[config.mk]
export PLATFORM = sky130hd
export DESIGN_NAME = riscv_dmi_host
export DESIGN_NICKNAME = d
export VERILOG_FILES = /design/src/rtl/riscv_dmi_host.sv
export SDC_FILE = /design/constraint.sdc
export NUM_CORES = 1
export LEC_CHECK = 0
export ABC_AREA = 1
export CAP_MARGIN = 20
export CORE_ASPECT_RATIO = 0.75
export CORE_MARGIN = 2
export CORE_UTILIZATION = 30
export CTS_CLUSTER_SIZE = 25
export DETAILED_ROUTE_END_ITERATION = 7
export PLACE_DENSITY = 0.65
export SLEW_MARGIN = 20
export SYNTH_ARGS = -nofsm -noshare
export SYNTH_HDL_FRONTEND = slang
export SYNTH_SLANG_ARGS = --single-unit
[constraint.sdc]
create_clock -name clk_i -period 3.55 [get_ports clk_i]
set_input_delay 0.355 -clock clk_i [delete_from_list [all_inputs] [get_ports clk_i]]
set_output_delay 0.355 -clock clk_i [all_outputs]
set_load 0.03 [all_outputs]
[src/rtl/riscv_dmi_host.sv]
// riscv_dmi_host: on-chip DMI initiator. Takes debug commands on a valid/ready port, issues one
// DMI request at a time toward the debug module, retries BUSY responses after a fixed backoff,
// and returns the final status on a valid/ready result port.
//
// Optional feature: define RISCV_DMI_HOST_TIMEOUT_EN to bound the wait for a DMI response.
// The wait gives up after TIMEOUT_CYCLES with a failed result. The late response is then
// swallowed in a DRAIN state. Without the macro the host waits for a response indefinitely.
//
// DMI widths are set by DMI_ADDR_WIDTH / DMI_DATA_WIDTH / DMI_OP_WIDTH. They mirror the
// debug module's widths.
//
// Ports:
//   clk_i, rst_i                  clock, asynchronous active-high reset
//   cmd_valid_i / cmd_ready_o     command handshake (ready only in IDLE)
//   cmd_addr_i/data_i/op_i        command fields (op 0 nop, 1 read, 2 write, 3 reserved)
//   req_valid_o / req_ready_i     DMI request handshake
//   req_addr_o/data_o/op_o        DMI request fields, stable while req_valid_o is high
//   resp_valid_i / resp_ready_o   DMI response handshake
//   resp_data_i/op_i              DMI response (op 0 success, 2 failed, 3 busy)
//   rslt_valid_o / rslt_ready_i   result handshake
//   rslt_data_o/op_o/retries_o    result data, final status, number of re-issues used
//   busy_o                        host not idle
module riscv_dmi_host #(
   parameter int unsigned DMI_ADDR_WIDTH = 7,
   parameter int unsigned DMI_DATA_WIDTH = 32,
   parameter int unsigned DMI_OP_WIDTH   = 2,
   parameter int unsigned MAX_RETRIES    = 4,
   parameter int unsigned BACKOFF_CYCLES = 8,
   parameter int unsigned TIMEOUT_CYCLES = 1024,
   // At least one bit, so the retry port still exists when MAX_RETRIES is 0.
   localparam int unsigned RETRY_BITS = (MAX_RETRIES > 0) ? $clog2(MAX_RETRIES + 1) : 1
) (
   input  logic                      clk_i,
   input  logic                      rst_i,
   input  logic                      cmd_valid_i,
   output logic                      cmd_ready_o,
   input  logic [DMI_ADDR_WIDTH-1:0] cmd_addr_i,
   input  logic [DMI_DATA_WIDTH-1:0] cmd_data_i,
   input  logic [DMI_OP_WIDTH-1:0]   cmd_op_i,
   output logic                      req_valid_o,
   input  logic                      req_ready_i,
   output logic [DMI_ADDR_WIDTH-1:0] req_addr_o,
   output logic [DMI_DATA_WIDTH-1:0] req_data_o,
   output logic [DMI_OP_WIDTH-1:0]   req_op_o,
   input  logic                      resp_valid_i,
   output logic                      resp_ready_o,
   input  logic [DMI_DATA_WIDTH-1:0] resp_data_i,
   input  logic [DMI_OP_WIDTH-1:0]   resp_op_i,
   output logic                      rslt_valid_o,
   input  logic                      rslt_ready_i,
   output logic [DMI_DATA_WIDTH-1:0] rslt_data_o,
   output logic [DMI_OP_WIDTH-1:0]   rslt_op_o,
   output logic [RETRY_BITS-1:0]     rslt_retries_o,
   output logic                      busy_o
);

   localparam logic [DMI_OP_WIDTH-1:0] OP_FAILED = DMI_OP_WIDTH'(2);
   localparam logic [DMI_OP_WIDTH-1:0] OP_BUSY   = DMI_OP_WIDTH'(3);
   localparam logic [DMI_OP_WIDTH-1:0] CMD_RSVD  = DMI_OP_WIDTH'(3);
   localparam int unsigned BO_BITS = (BACKOFF_CYCLES > 1) ? $clog2(BACKOFF_CYCLES) : 1;
   localparam logic [RETRY_BITS-1:0] RETRY_MAX = RETRY_BITS'(MAX_RETRIES);

   typedef enum logic [2:0] {
      StIdle,
      StReq,
      StWait,
      StBackoff,
      StResult
`ifdef RISCV_DMI_HOST_TIMEOUT_EN
      , StDrain
`endif
   } state_e;

   state_e                    state_q, state_d;
   logic [DMI_ADDR_WIDTH-1:0] addr_q, addr_d;
   logic [DMI_DATA_WIDTH-1:0] data_q, data_d;
   logic [DMI_OP_WIDTH-1:0]   op_q, op_d;
   logic [RETRY_BITS-1:0]     retries_q, retries_d;
   logic [BO_BITS-1:0]        bo_cnt_q, bo_cnt_d;
   logic [DMI_DATA_WIDTH-1:0] rslt_data_q, rslt_data_d;
   logic [DMI_OP_WIDTH-1:0]   rslt_op_q, rslt_op_d;
   logic                      cmd_ready_q, req_valid_q, resp_ready_q, rslt_valid_q, busy_q;

`ifdef RISCV_DMI_HOST_TIMEOUT_EN
   localparam int unsigned TO_BITS = (TIMEOUT_CYCLES > 1) ? $clog2(TIMEOUT_CYCLES) : 1;
   logic [TO_BITS-1:0] to_cnt_q, to_cnt_d;
   // Remembers that the current result came from a timeout, so a late response must be drained.
   logic               timed_out_q, timed_out_d;
`endif

   always_comb begin
      state_d     = state_q;
      addr_d      = addr_q;
      data_d      = data_q;
      op_d        = op_q;
      retries_d   = retries_q;
      bo_cnt_d    = bo_cnt_q;
      rslt_data_d = rslt_data_q;
      rslt_op_d   = rslt_op_q;
`ifdef RISCV_DMI_HOST_TIMEOUT_EN
      to_cnt_d    = to_cnt_q;
      timed_out_d = timed_out_q;
`endif
      unique case (state_q)
         StIdle: begin
            if (cmd_valid_i && cmd_ready_q) begin
               addr_d    = cmd_addr_i;
               data_d    = cmd_data_i;
               op_d      = cmd_op_i;
               retries_d = '0;
               if (cmd_op_i == CMD_RSVD) begin
                  // Reserved op is answered locally without touching the DM.
                  rslt_op_d   = OP_FAILED;
                  rslt_data_d = '0;
                  state_d     = StResult;
               end else begin
                  state_d = StReq;
               end
            end
         end
         StReq: begin
            if (req_ready_i) begin
               state_d = StWait;
`ifdef RISCV_DMI_HOST_TIMEOUT_EN
               to_cnt_d = '0;
`endif
            end
         end
         StWait: begin
            if (resp_valid_i) begin
               if (resp_op_i == OP_BUSY && retries_q < RETRY_MAX) begin
                  retries_d = retries_q + 1'b1;
                  bo_cnt_d  = BO_BITS'(BACKOFF_CYCLES - 1);
                  state_d   = StBackoff;
               end else begin
                  rslt_data_d = resp_data_i;
                  rslt_op_d   = resp_op_i;
                  state_d     = StResult;
               end
            end
`ifdef RISCV_DMI_HOST_TIMEOUT_EN
            else if (to_cnt_q == TO_BITS'(TIMEOUT_CYCLES - 1)) begin
               rslt_data_d = '0;
               rslt_op_d   = OP_FAILED;
               timed_out_d = 1'b1;
               state_d     = StResult;
            end else begin
               to_cnt_d = to_cnt_q + 1'b1;
            end
`endif
         end
         StBackoff: begin
            if (bo_cnt_q == '0) begin
               state_d = StReq;
            end else begin
               bo_cnt_d = bo_cnt_q - 1'b1;
            end
         end
         StResult: begin
            if (rslt_ready_i) begin
`ifdef RISCV_DMI_HOST_TIMEOUT_EN
               state_d     = timed_out_q ? StDrain : StIdle;
               timed_out_d = 1'b0;
`else
               state_d = StIdle;
`endif
            end
         end
`ifdef RISCV_DMI_HOST_TIMEOUT_EN
         StDrain: begin
            // The response to a timed-out request is accepted and discarded.
            if (resp_valid_i) begin
               state_d = StIdle;
            end
         end
`endif
         default: state_d = StIdle;
      endcase
   end

   always_ff @(posedge clk_i or posedge rst_i) begin
      if (rst_i) begin
         state_q      <= StIdle;
         addr_q       <= '0;
         data_q       <= '0;
         op_q         <= '0;
         retries_q    <= '0;
         bo_cnt_q     <= '0;
         rslt_data_q  <= '0;
         rslt_op_q    <= '0;
         cmd_ready_q  <= 1'b0;
         req_valid_q  <= 1'b0;
         resp_ready_q <= 1'b0;
         rslt_valid_q <= 1'b0;
         busy_q       <= 1'b0;
`ifdef RISCV_DMI_HOST_TIMEOUT_EN
         to_cnt_q     <= '0;
         timed_out_q  <= 1'b0;
`endif
      end else begin
         state_q      <= state_d;
         addr_q       <= addr_d;
         data_q       <= data_d;
         op_q         <= op_d;
         retries_q    <= retries_d;
         bo_cnt_q     <= bo_cnt_d;
         rslt_data_q  <= rslt_data_d;
         rslt_op_q    <= rslt_op_d;
         // Handshake flags are decoded from the next state so they line up with state_q.
         cmd_ready_q  <= (state_d == StIdle);
         req_valid_q  <= (state_d == StReq);
`ifdef RISCV_DMI_HOST_TIMEOUT_EN
         resp_ready_q <= (state_d == StWait) || (state_d == StDrain);
         to_cnt_q     <= to_cnt_d;
         timed_out_q  <= timed_out_d;
`else
         resp_ready_q <= (state_d == StWait);
`endif
         rslt_valid_q <= (state_d == StResult);
         busy_q       <= (state_d != StIdle);
      end
   end

   assign cmd_ready_o    = cmd_ready_q;
   assign req_valid_o    = req_valid_q;
   assign req_addr_o     = addr_q;
   assign req_data_o     = data_q;
   assign req_op_o       = op_q;
   assign resp_ready_o   = resp_ready_q;
   assign rslt_valid_o   = rslt_valid_q;
   assign rslt_data_o    = rslt_data_q;
   assign rslt_op_o      = rslt_op_q;
   assign rslt_retries_o = retries_q;
   assign busy_o         = busy_q;

endmodule

==> results of run 1 <==
[critical path, delay by kind of cell, from the launching register on]
kind	cells	cell delay, ns
simple gates	7	0.84
buf+inv	3	0.62
flops	1	0.41
[state kept, by name, indices dropped and copies added (netlist names), 2 cells and up]
register and cells:
state_q 3, rslt_data_o 32, req_addr_o 7, bo_cnt_q 3, rslt_op_o 2, req_op_o 2, rslt_retries_o 3, req_data_o 32
[cells by family after synthesis]
group           count (synthesis)
simple gates                  328
flops                          89
buf+inv                        37
fa+ha+maj                       3
compound gates                  2
xor+xnor                        2
[power by group through the flow]
| stage | Clock, mW | Sequential [mW] | Combinational [mW] |
|---|---|---|---|
| CTS | 1.03 | 1.77 | 3.05 |
| floorplan | 0 | 2.63 | 0.953 |
| global route | 1.06 | 1.83 | 3.28 |
| finish | 0.991 | 1.77 | 3.02 |
| detailed placement | 0 | 1.78 | 3.05 |
| global placement | 0 | 1.77 | 3.01 |
[cells in the final DEF, fill, tap and decap left out, types with 2 or more instances in the layout]
| cell | synthesis | routed |
|---|---|---|
| xor2_1 | 2 | 2 |
| nor2_1 | 15 | 14 |
| nand3b_1 | 33 | 33 |
| nand2_2 | 2 | 2 |
| nand3_1 | 7 | 7 |
| clkbuf_8 | 0 | 2 |
| clkbuf_16 | 0 | 9 |
| nand4_1 | 2 | 2 |
| nand2_1 | 263 | 263 |
| clkinvlp_4 | 0 | 2 |
| buf_4 | 0 | 5 |
| nor2_2 | 1 | 2 |
| inv_1 | 13 | 12 |
| ha_1 | 3 | 3 |
| dfrtp_1 | 89 | 89 |
| inv_2 | 3 | 3 |
| clkdlybuf4s50_1 | 0 | 163 |
[metrics by stage]
step           worst slack, ns  power [mW]
4_1_cts                   1.52        5.85
5_1_grt                   1.33        6.17
2_1_floorplan            0.888        3.58
3_3_place_gp              1.28        4.78
6_report                  1.54        5.78
3_5_place_dp              1.24        4.83
[final cells by class]
type,instances,area (sq um),share of cell area [%]
tap,166,208,3.48
clock buffer,11,253,4.23
multi-input combinational,335,1490,24.9
clock inverter,5,62.6,1.05
sequential,89,2230,37.3
timing repair buffer,168,1670,27.9
inverter,17,67.6,1.13
[final timing paths]
path / start / endpoint / depth (start not counted)
max: state_q[2] / rslt_op_o[1] / 10
min: rst_i / req_op_o[0] / 2
max reg2reg: state_q[2] / rslt_op_o[1] / 10
min reg2reg: req_data_o[1] / req_data_o[1] / 2
max in group asynchronous: rst_i / rslt_data_o[24] / 3
min in group clk_i: req_data_o[1] / req_data_o[1] / 2
[metal layers]
| layer | up-vias | routed length (um) |
|---|---|---|
| li1 | 1733 | - |
| met1 | 1633 | 5050 |
| met2 | 154 | 4460 |
| met3 | 8 | 1130 |
| met4 | 0 | 90 |
| met5 | - | 0 |
==> out/metrics.cfg, run 1 <==
[run_status]
run_status = complete, no violations

[power]
pwr-share-seq_pct = 30.6
clkPwrFrac_pct = 17.2
power.density_mw_per_mm2 = 967
p_switching_mw = 2.57
swShare_pct = 44.4
vdd_drop_max_v = 0.000378
internal_power_mw = 3.21
combPwrFrac_pct = 52.2
p_leak_nw = 2.95

[place]
io_buffers = 163
dp_hpwl_um = 7640
placed_area_sq_mm = 0.00566
place_inst = 775
place.gp.congestion = 0.765

[floorplan]
ios = 164
die_w_um = 135
start_util_pct = 31.2
core_sq_mm = 0.0125
dieHeight_um = 103
rows = 35
die_area_sq_mm = 0.0139

[clock_network]
clkLatencyLatePin_ns = 0.34
post_cts_buffers = 0
cts_tree = done
numCtsBuffers = 9
cts_root_buf = clkbuf_16
cts-hold-fix-buffers = 0
cts.repair.resized = 0
cts_buffer_depth = 2
path_clk_slew_ns = 0.07
htreeDepth = 3
clock_sinks = 89

[global_routing]
use_met2_pct = 24.0
grt_antenna_before_repair = 0
top_usage_layer = met2
grt_pass1_wl_um = 17500
gr-usage-all-layers_pct = 15.9
first_global_vias = 3562
grtUsageMet1_pct = 21.2
grt_overflow = 0
grt_max_degree = 42
met3_usage_pct = 6.98

[timing]
finClkSkew_ns = 0.00588
setup_tns_ns = 0
setup_viol = 0
period_share_pct = 56.6
final.min_clock_period_ns = 2.01
timing.fmax_mhz = 497
tightest_slew_ns = 0.573
final-max-slew-violation-count = 0
final-hold-violation-count = 0
rsz0062_at_grt = no
relSlewSlack_pct = 61.7
whs_ns = 0.418

[yosys]
synth_fp_nets = 545
synthDistinctLibCells = 23
synth_mux_area_share_pct = 0
synth_area_leaders = dfrtp_1 (57%), nand2_1 (25%), nand3b_1 (6.4%), buf_2 (1.7%), nor2_1 (1.4%)
synth_ff_type = dfrtp_1
synth_cells = 461
syn_area_sq_mm = 0.00389
async_flop_share_pct = 100
yosys.area.top_type_share_pct = 57.3
synthAdderAreaFrac_pct = 0.965
yosys.area.top_type = dfrtp_1
synth_edf_count = 0
synth_most_common_cell = nand2_1
synthSimpleGateAreaFrac_pct = 36.4
synth_commonest_cells = nand2_1 (263), dfrtp_1 (89), nand3b_1 (33), nor2_1 (15)
avgSynthCellArea_sq_um = 8.44
synth_compound_area_share_pct = 0.289
synth_xor_area_share_pct = 0.450
ys_ff_latch = 89
yosysSeqAreaShare_pct = 57.3
synth_top_family_by_area = simple AND/OR/NAND/NOR gates
yosys_warnings = 0

[final_layout]
final_cell_area_sq_mm = 0.00597
fillers = 1184
area_growth_pct = 53.5
final_core_util_pct = 47.8
drive_gt1_share_pct = 5.60
nets = 704
fin_cells = 791
n_antenna_cell = 0

[drt]
wl_um = 10700
drtIter0Drc = 129
ant_nets = 0
dr.pass1.iters = 4
drc = 0
vias = 3528
vias_per_cell = 4.46
routedWlPerCell_um = 13.6

[critical_path]
end_kind = register
crit_fanout = 37
path_class = register to register
crit_path_max_incr_delay_ns = 0.41
cp-start-kind = register
path_common_cell = nand2_1
reg2reg_setup_slack_ns = 1.54
worstPathArrival_ns = 2.23
slowest_stage = dfrtp_1
path_cells = inv_2 > nand2_1 > nor2_4 > buf_4 > nand2_2 > nand2_2 > inv_4 > nand2_4 > nand2_1 > nand2_1
required_ns = 3.77

[min_path]
min_path_type = primary input to asynchronous set/reset pin

[run]
cap_violations = 0

Note: power is estimated with default switching activity, not from simulation.
==> run 2, diff against run 1 <==
==> constraint.sdc (replaced) <==
create_clock -name clk_i -period 2 [get_ports clk_i]
set_input_delay 0.2 -clock clk_i [delete_from_list [all_inputs] [get_ports clk_i]]
set_output_delay 0.2 -clock clk_i [all_outputs]
set_load 0.03 [all_outputs]
==> run 2 against run 1 <==
- wire length is 1.5% lower
- first-iteration DRC count rose by 33%
- highest routed layer unchanged
- clock power up 96%
- clock skew hardly changed
- global-route usage fell by 0.16 points
- largest cell class unchanged
- via count grew 0.68%
- combinational power increased by 80%
- sequential power rose by 77%
==> out/metrics.cfg, run 2 (same netlist as run 1, synthesis figures left out) <==
[global_routing]
first_global_vias = 3463
grt_pass1_wl_um = 17300
grt_overflow = 0
grt_max_degree = 42
gr-usage-all-layers_pct = 15.7
grt_antenna_before_repair = 0

[power]
power.density_mw_per_mm2 = 1730
internal_power_mw = 5.98
clkPwrFrac_pct = 18.4
swShare_pct = 43.1
total_power_mw = 10.5
vdd_drop_max_v = 0.000715
pwr-share-seq_pct = 29.8
combPwrFrac_pct = 51.7
p_switching_mw = 4.54
p_leak_nw = 3.00

[timing]
final-max-slew-violation-count = 0
finClkSkew_ns = 0.00586
timing.fmax_mhz = 603
final.min_clock_period_ns = 1.66
tightest_slew_ns = 0.528
rsz0062_at_grt = no
setup_tns_ns = 0
final-hold-violation-count = 0
setup_viol = 0
relSlewSlack_pct = 64.7
whs_ns = 0.303
period_share_pct = 82.9

[final_layout]
final_cell_mix = nand2_1 (263), clkdlybuf4s50_1 (163), dfrtp_1 (89)
drive_gt1_share_pct = 6.05
fillers = 1169
multi_input_comb_area_sq_mm = 0.00149
seq_area_sq_mm = 0.00223
nets = 708
final_cell_area_sq_mm = 0.00607
layout_commonest_cell = nand2_1
n_antenna_cell = 0
area_growth_pct = 56.2

[drt]
top_layer = met4
drc = 0
wl_met2_um = 4540
route.met3.wl_um = 1120
routedWlPerCell_um = 13.3
vias = 3552
wl_met1_um = 4770
ant_nets = 0
vias_per_cell = 4.47
wl_um = 10600
drtIter0Drc = 172
dr.pass1.iters = 4

[clock_network]
cts_buffer_depth = 2
clock_sinks = 89
cts_root_buf = clkbuf_16
cts-hold-fix-buffers = 0
htreeDepth = 3
cts_tree = done
numCtsBuffers = 9
cts.repair.resized = 0
clkLatencyLatePin_ns = 0.33
post_cts_buffers = 0
path_clk_slew_ns = 0.06

[critical_path]
r2r-start = state_q[2]
path_class = register to primary output
cp_num_buf_inv = 1
required_ns = 1.80
cp-start-kind = register
slowest_stage = clkdlybuf4s50_1
crit_family = buffers and inverters
crit_path_max_incr_delay_ns = 0.71
worstPathArrival_ns = 1.46
end_kind = primary output
crit_fanout = 4
cp-startpoint = rslt_retries_o[2]
path_cells = clkdlybuf4s50_1

[floorplan]
dieHeight_um = 103
rows = 35
start_util_pct = 31.2
die_w_um = 135
ios = 164
die_area_sq_mm = 0.0139
core_sq_mm = 0.0125

[place]
dp_hpwl_um = 7670
place.gp.congestion = 0.867
placed_area_sq_mm = 0.00573
io_buffers = 163

[min_path]
min_path_type = primary input to asynchronous set/reset pin

[run_status]
run_status = complete, no violations

[run]
cap_violations = 0

[run 2: cell count changes in the layout (fill, tap and decap cells not counted), sizes merged]
| cell | delta |
|---|---|
| buf | +4 |
| clkinvlp | -1 |
| clkbuf | -1 |
| inv | -1 |
| bufinv | +2 |
[run 2: worst paths after layout]
check,endpoint,slack [ns],cells past startpoint
min in group clk_i,req_data_o[20],0.40,3
max in group asynchronous,rslt_data_o[26],1.15,3
hold reg to reg,req_data_o[2],0.47,2
hold / removal,req_valid_o,0.30,2
setup / recovery,rslt_retries_o[2],0.34,1
setup reg to reg,rslt_retries_o[0],0.34,9
[run 2: power groups by stage]
stage          Combinational (mW)  Sequential (mW)  Clock (mW)
5_1_grt                      5.92             3.25        2.08
6_report                     5.44             3.14        1.94
2_1_floorplan                1.69             4.67           0
3_3_place_gp                 5.42             3.15           0
3_5_place_dp                 5.50             3.16           0
4_1_cts                      5.51             3.15        2.00
[run 2: final cells by class]
cell class              count  area share (%)
well taps                 166            3.42
multi-input cells         335            24.5
repair buffers            172            28.6
inverters                  17            1.15
clock inverters             5            1.71
clock buffers              10            3.93
flip-flops and latches     89            36.7
[run 2: worst reg2reg max path, stage by stage, from the launching register on]
cell and delay [ns]:
dfrtp_1 0.42, inv_2 0.14, nand2_1 0.10, nor2_4 0.13
buf_4 0.29, nand2_1 0.15, nand2_1 0.11, nand2_1 0.09
nand2_1 0.08, nand2_1 0.04
[run 2: metrics by stage]
step,setup WS [ns],utilization [%],std cells
2_1_floorplan,0.596,-,461
3_3_place_gp,0.220,45.9,779
3_5_place_dp,0.198,45.9,779
4_1_cts,0.325,48.7,794
5_1_grt,0.185,48.7,794
6_report,0.342,48.7,794
[run 2: layer usage]
metal  GRT usage, %  vias to the layer above
li1               -                     1739
met2           23.7                      144
met4           4.65                        0
met3           6.34                       11
met5              0                        -
met1           21.0                     1658
==> run 3, diff against run 2 <==
--- a/config.mk
+++ b/config.mk
@@ -12,7 +12,7 @@
 export CORE_UTILIZATION = 30
 export CTS_CLUSTER_SIZE = 25
 export DETAILED_ROUTE_END_ITERATION = 7
-export PLACE_DENSITY = 0.65
+export PLACE_DENSITY = 0.67
 export SLEW_MARGIN = 20
 export SYNTH_ARGS = -nofsm -noshare
 export SYNTH_HDL_FRONTEND = slang
==> constraint.sdc (replaced) <==
create_clock -name clk_i -period 1.4 [get_ports clk_i]
set_input_delay 0.14 -clock clk_i [delete_from_list [all_inputs] [get_ports clk_i]]
set_output_delay 0.14 -clock clk_i [all_outputs]
set_load 0.03 [all_outputs]
==> run 3 against run 2 <==
- largest power group unchanged
- total power rose by 68%
- worst setup slack got worse by 0.51 ns
- first-iteration DRC count fell by 33%
- the flow now finishes with violations (negative setup slack)
- non-clock buffer count rose by 53
- die area did not move
- design area rose by 17%
- utilization rose by 8.5 points
- wire length rose by 35%
- sequential power rose by 44%
- combinational power rose by 95%
- sequential share of layout area fell by 5.4 points
==> out/metrics.cfg, run 3 (same netlist as run 1, synthesis figures left out) <==
[drt]
vias_per_cell = 4.57
ant_nets = 0
drc = 0
route.met3.wl_um = 1180
wl_met1_um = 5820
top_layer = met4
wl_met2_um = 7080
wl_um = 14200
dr.pass1.iters = 4
routedWlPerCell_um = 16.7
vias = 3894
drtIter0Drc = 116

[timing]
final.min_clock_period_ns = 1.57
setup_tns_ns = -6.97
final-hold-violation-count = 0
rsz0062_at_grt = yes
final-max-slew-violation-count = 0
finClkSkew_ns = 0.0103
period_share_pct = 112
setup_viol = 79
timing.fmax_mhz = 638
relSlewSlack_pct = 75.3
fin_ws_ns = -0.168
tightest_slew_ns = 0.372

[floorplan]
core_sq_mm = 0.0125
start_util_pct = 31.2
rows = 35
die_w_um = 135
ios = 164
dieHeight_um = 103
die_area_sq_mm = 0.0139

[critical_path]
path_common_cell = nand2_2
slowest_stage = dfrtp_2
crit_fanout = 8
end_kind = register
worstPathArrival_ns = 1.80
cp-start-kind = register
crit_path_max_incr_delay_ns = 0.46
path_cells = buf_6 > nand2_2 > nor2_4 > nand2_2 > nand2_4 > inv_8 > buf_12 > buf_16 > nand3b_1 > nand2_2
path_class = register to register
required_ns = 1.63

[power]
total_power_mw = 17.7
vdd_drop_max_v = 0.00115
p_leak_nw = 3.74
power.density_mw_per_mm2 = 2480

[place]
place.gp.congestion = 0.797
io_buffers = 163
place_inst = 786
place_ws_ns = -0.289
dp_hpwl_um = 7600

[global_routing]
grt_pass1_wl_um = 21000
grt_max_degree = 50
first_global_vias = 4031
gr-usage-all-layers_pct = 19.8
grt_overflow = 0
grt_antenna_before_repair = 0

[run]
cap_violations = 0

[final_layout]
nets = 766
area_growth_pct = 83.5
n_antenna_cell = 0
seq_area_sq_mm = 0.00223
multi_input_comb_area_sq_mm = 0.00182
fin_cells = 853
drive_gt1_share_pct = 22.9
layout_commonest_cell = nand2_1
fillers = 1107
final_cell_mix = nand2_1 (213), dfrtp_1 (87), dlygate4sd2_1 (83)

[clock_network]
htreeDepth = 3
clock_sinks = 89
cts_root_buf = clkbuf_16
numCtsBuffers = 9
path_clk_slew_ns = 0.07
cts_tree = done
cts-hold-fix-buffers = 0
clkLatencyLatePin_ns = 0.34
cts_buffer_depth = 2

[run_status]
violations = negative setup slack
run_status = complete, but fails checks

[min_path]
min_path_type = primary input to asynchronous set/reset pin

## run 3: repair_timing
action,in CTS,in global routing
gates cloned,14,6
pin swaps,21,18
setup buffers,22,11
resized for setup,129,65
setup endpoints to repair,136,87
## run 3: metal layers
layer | vias up | track usage [%]
li1 | 1863 | -
met5 | - | 0
met2 | 153 | 34.0
met1 | 1862 | 23.3
met3 | 16 | 7.42
met4 | 0 | 5.93
## run 3: power breakdown
part           internal [mW]  total (mW)  switching [mW]
Clock                   1.62        2.62            1.00
Combinational           4.32        10.6            6.23
Sequential              3.78        4.51           0.727
## run 3: worst max-delay path: cells and delay by family, from the launching register on
family | cells | cell delay (ns)
buffers and inverters | 4 | 0.45
flip-flops | 1 | 0.46
AND/OR/NAND/NOR | 6 | 0.54
## run 3: worst paths after layout
| path | to | slack, ns | depth (start not counted) | from |
|---|---|---|---|---|
| worst max-delay path | rslt_data_o[14] | -0.17 | 10 | state_q[1] |
| worst min-delay path | rslt_data_o[20] | 0.24 | 3 | rst_i |
| min in group clk_i | req_data_o[1] | 0.33 | 3 | cmd_data_i[1] |
| worst max register to register | rslt_data_o[14] | -0.17 | 10 | state_q[1] |
| worst min register to register | req_data_o[2] | 0.47 | 2 | req_data_o[2] |
| max in group asynchronous | state_q[1] | 0.89 | 3 | rst_i |
## run 3: layout make-up
cell class / count / share of cell area, %
repair buffers: 225 / 34.8
flip-flops and latches: 89 / 31.2
multi-input cells: 340 / 25.4
clock buffers: 12 / 3.45
well taps: 166 / 2.91
inverters: 17 / 1.09
clock inverters: 4 / 1.07
## run 3: per-stage QoR
stage	hold slack [ns]	util, %	area (sq um)
after floorplan	0.257	-	3900
after global placement	0.453	46.7	5830
after detailed placement	0.458	46.7	5830
after CTS	0.238	54.1	6750
after global routing	0.261	57.2	7140
final	0.238	57.2	7140
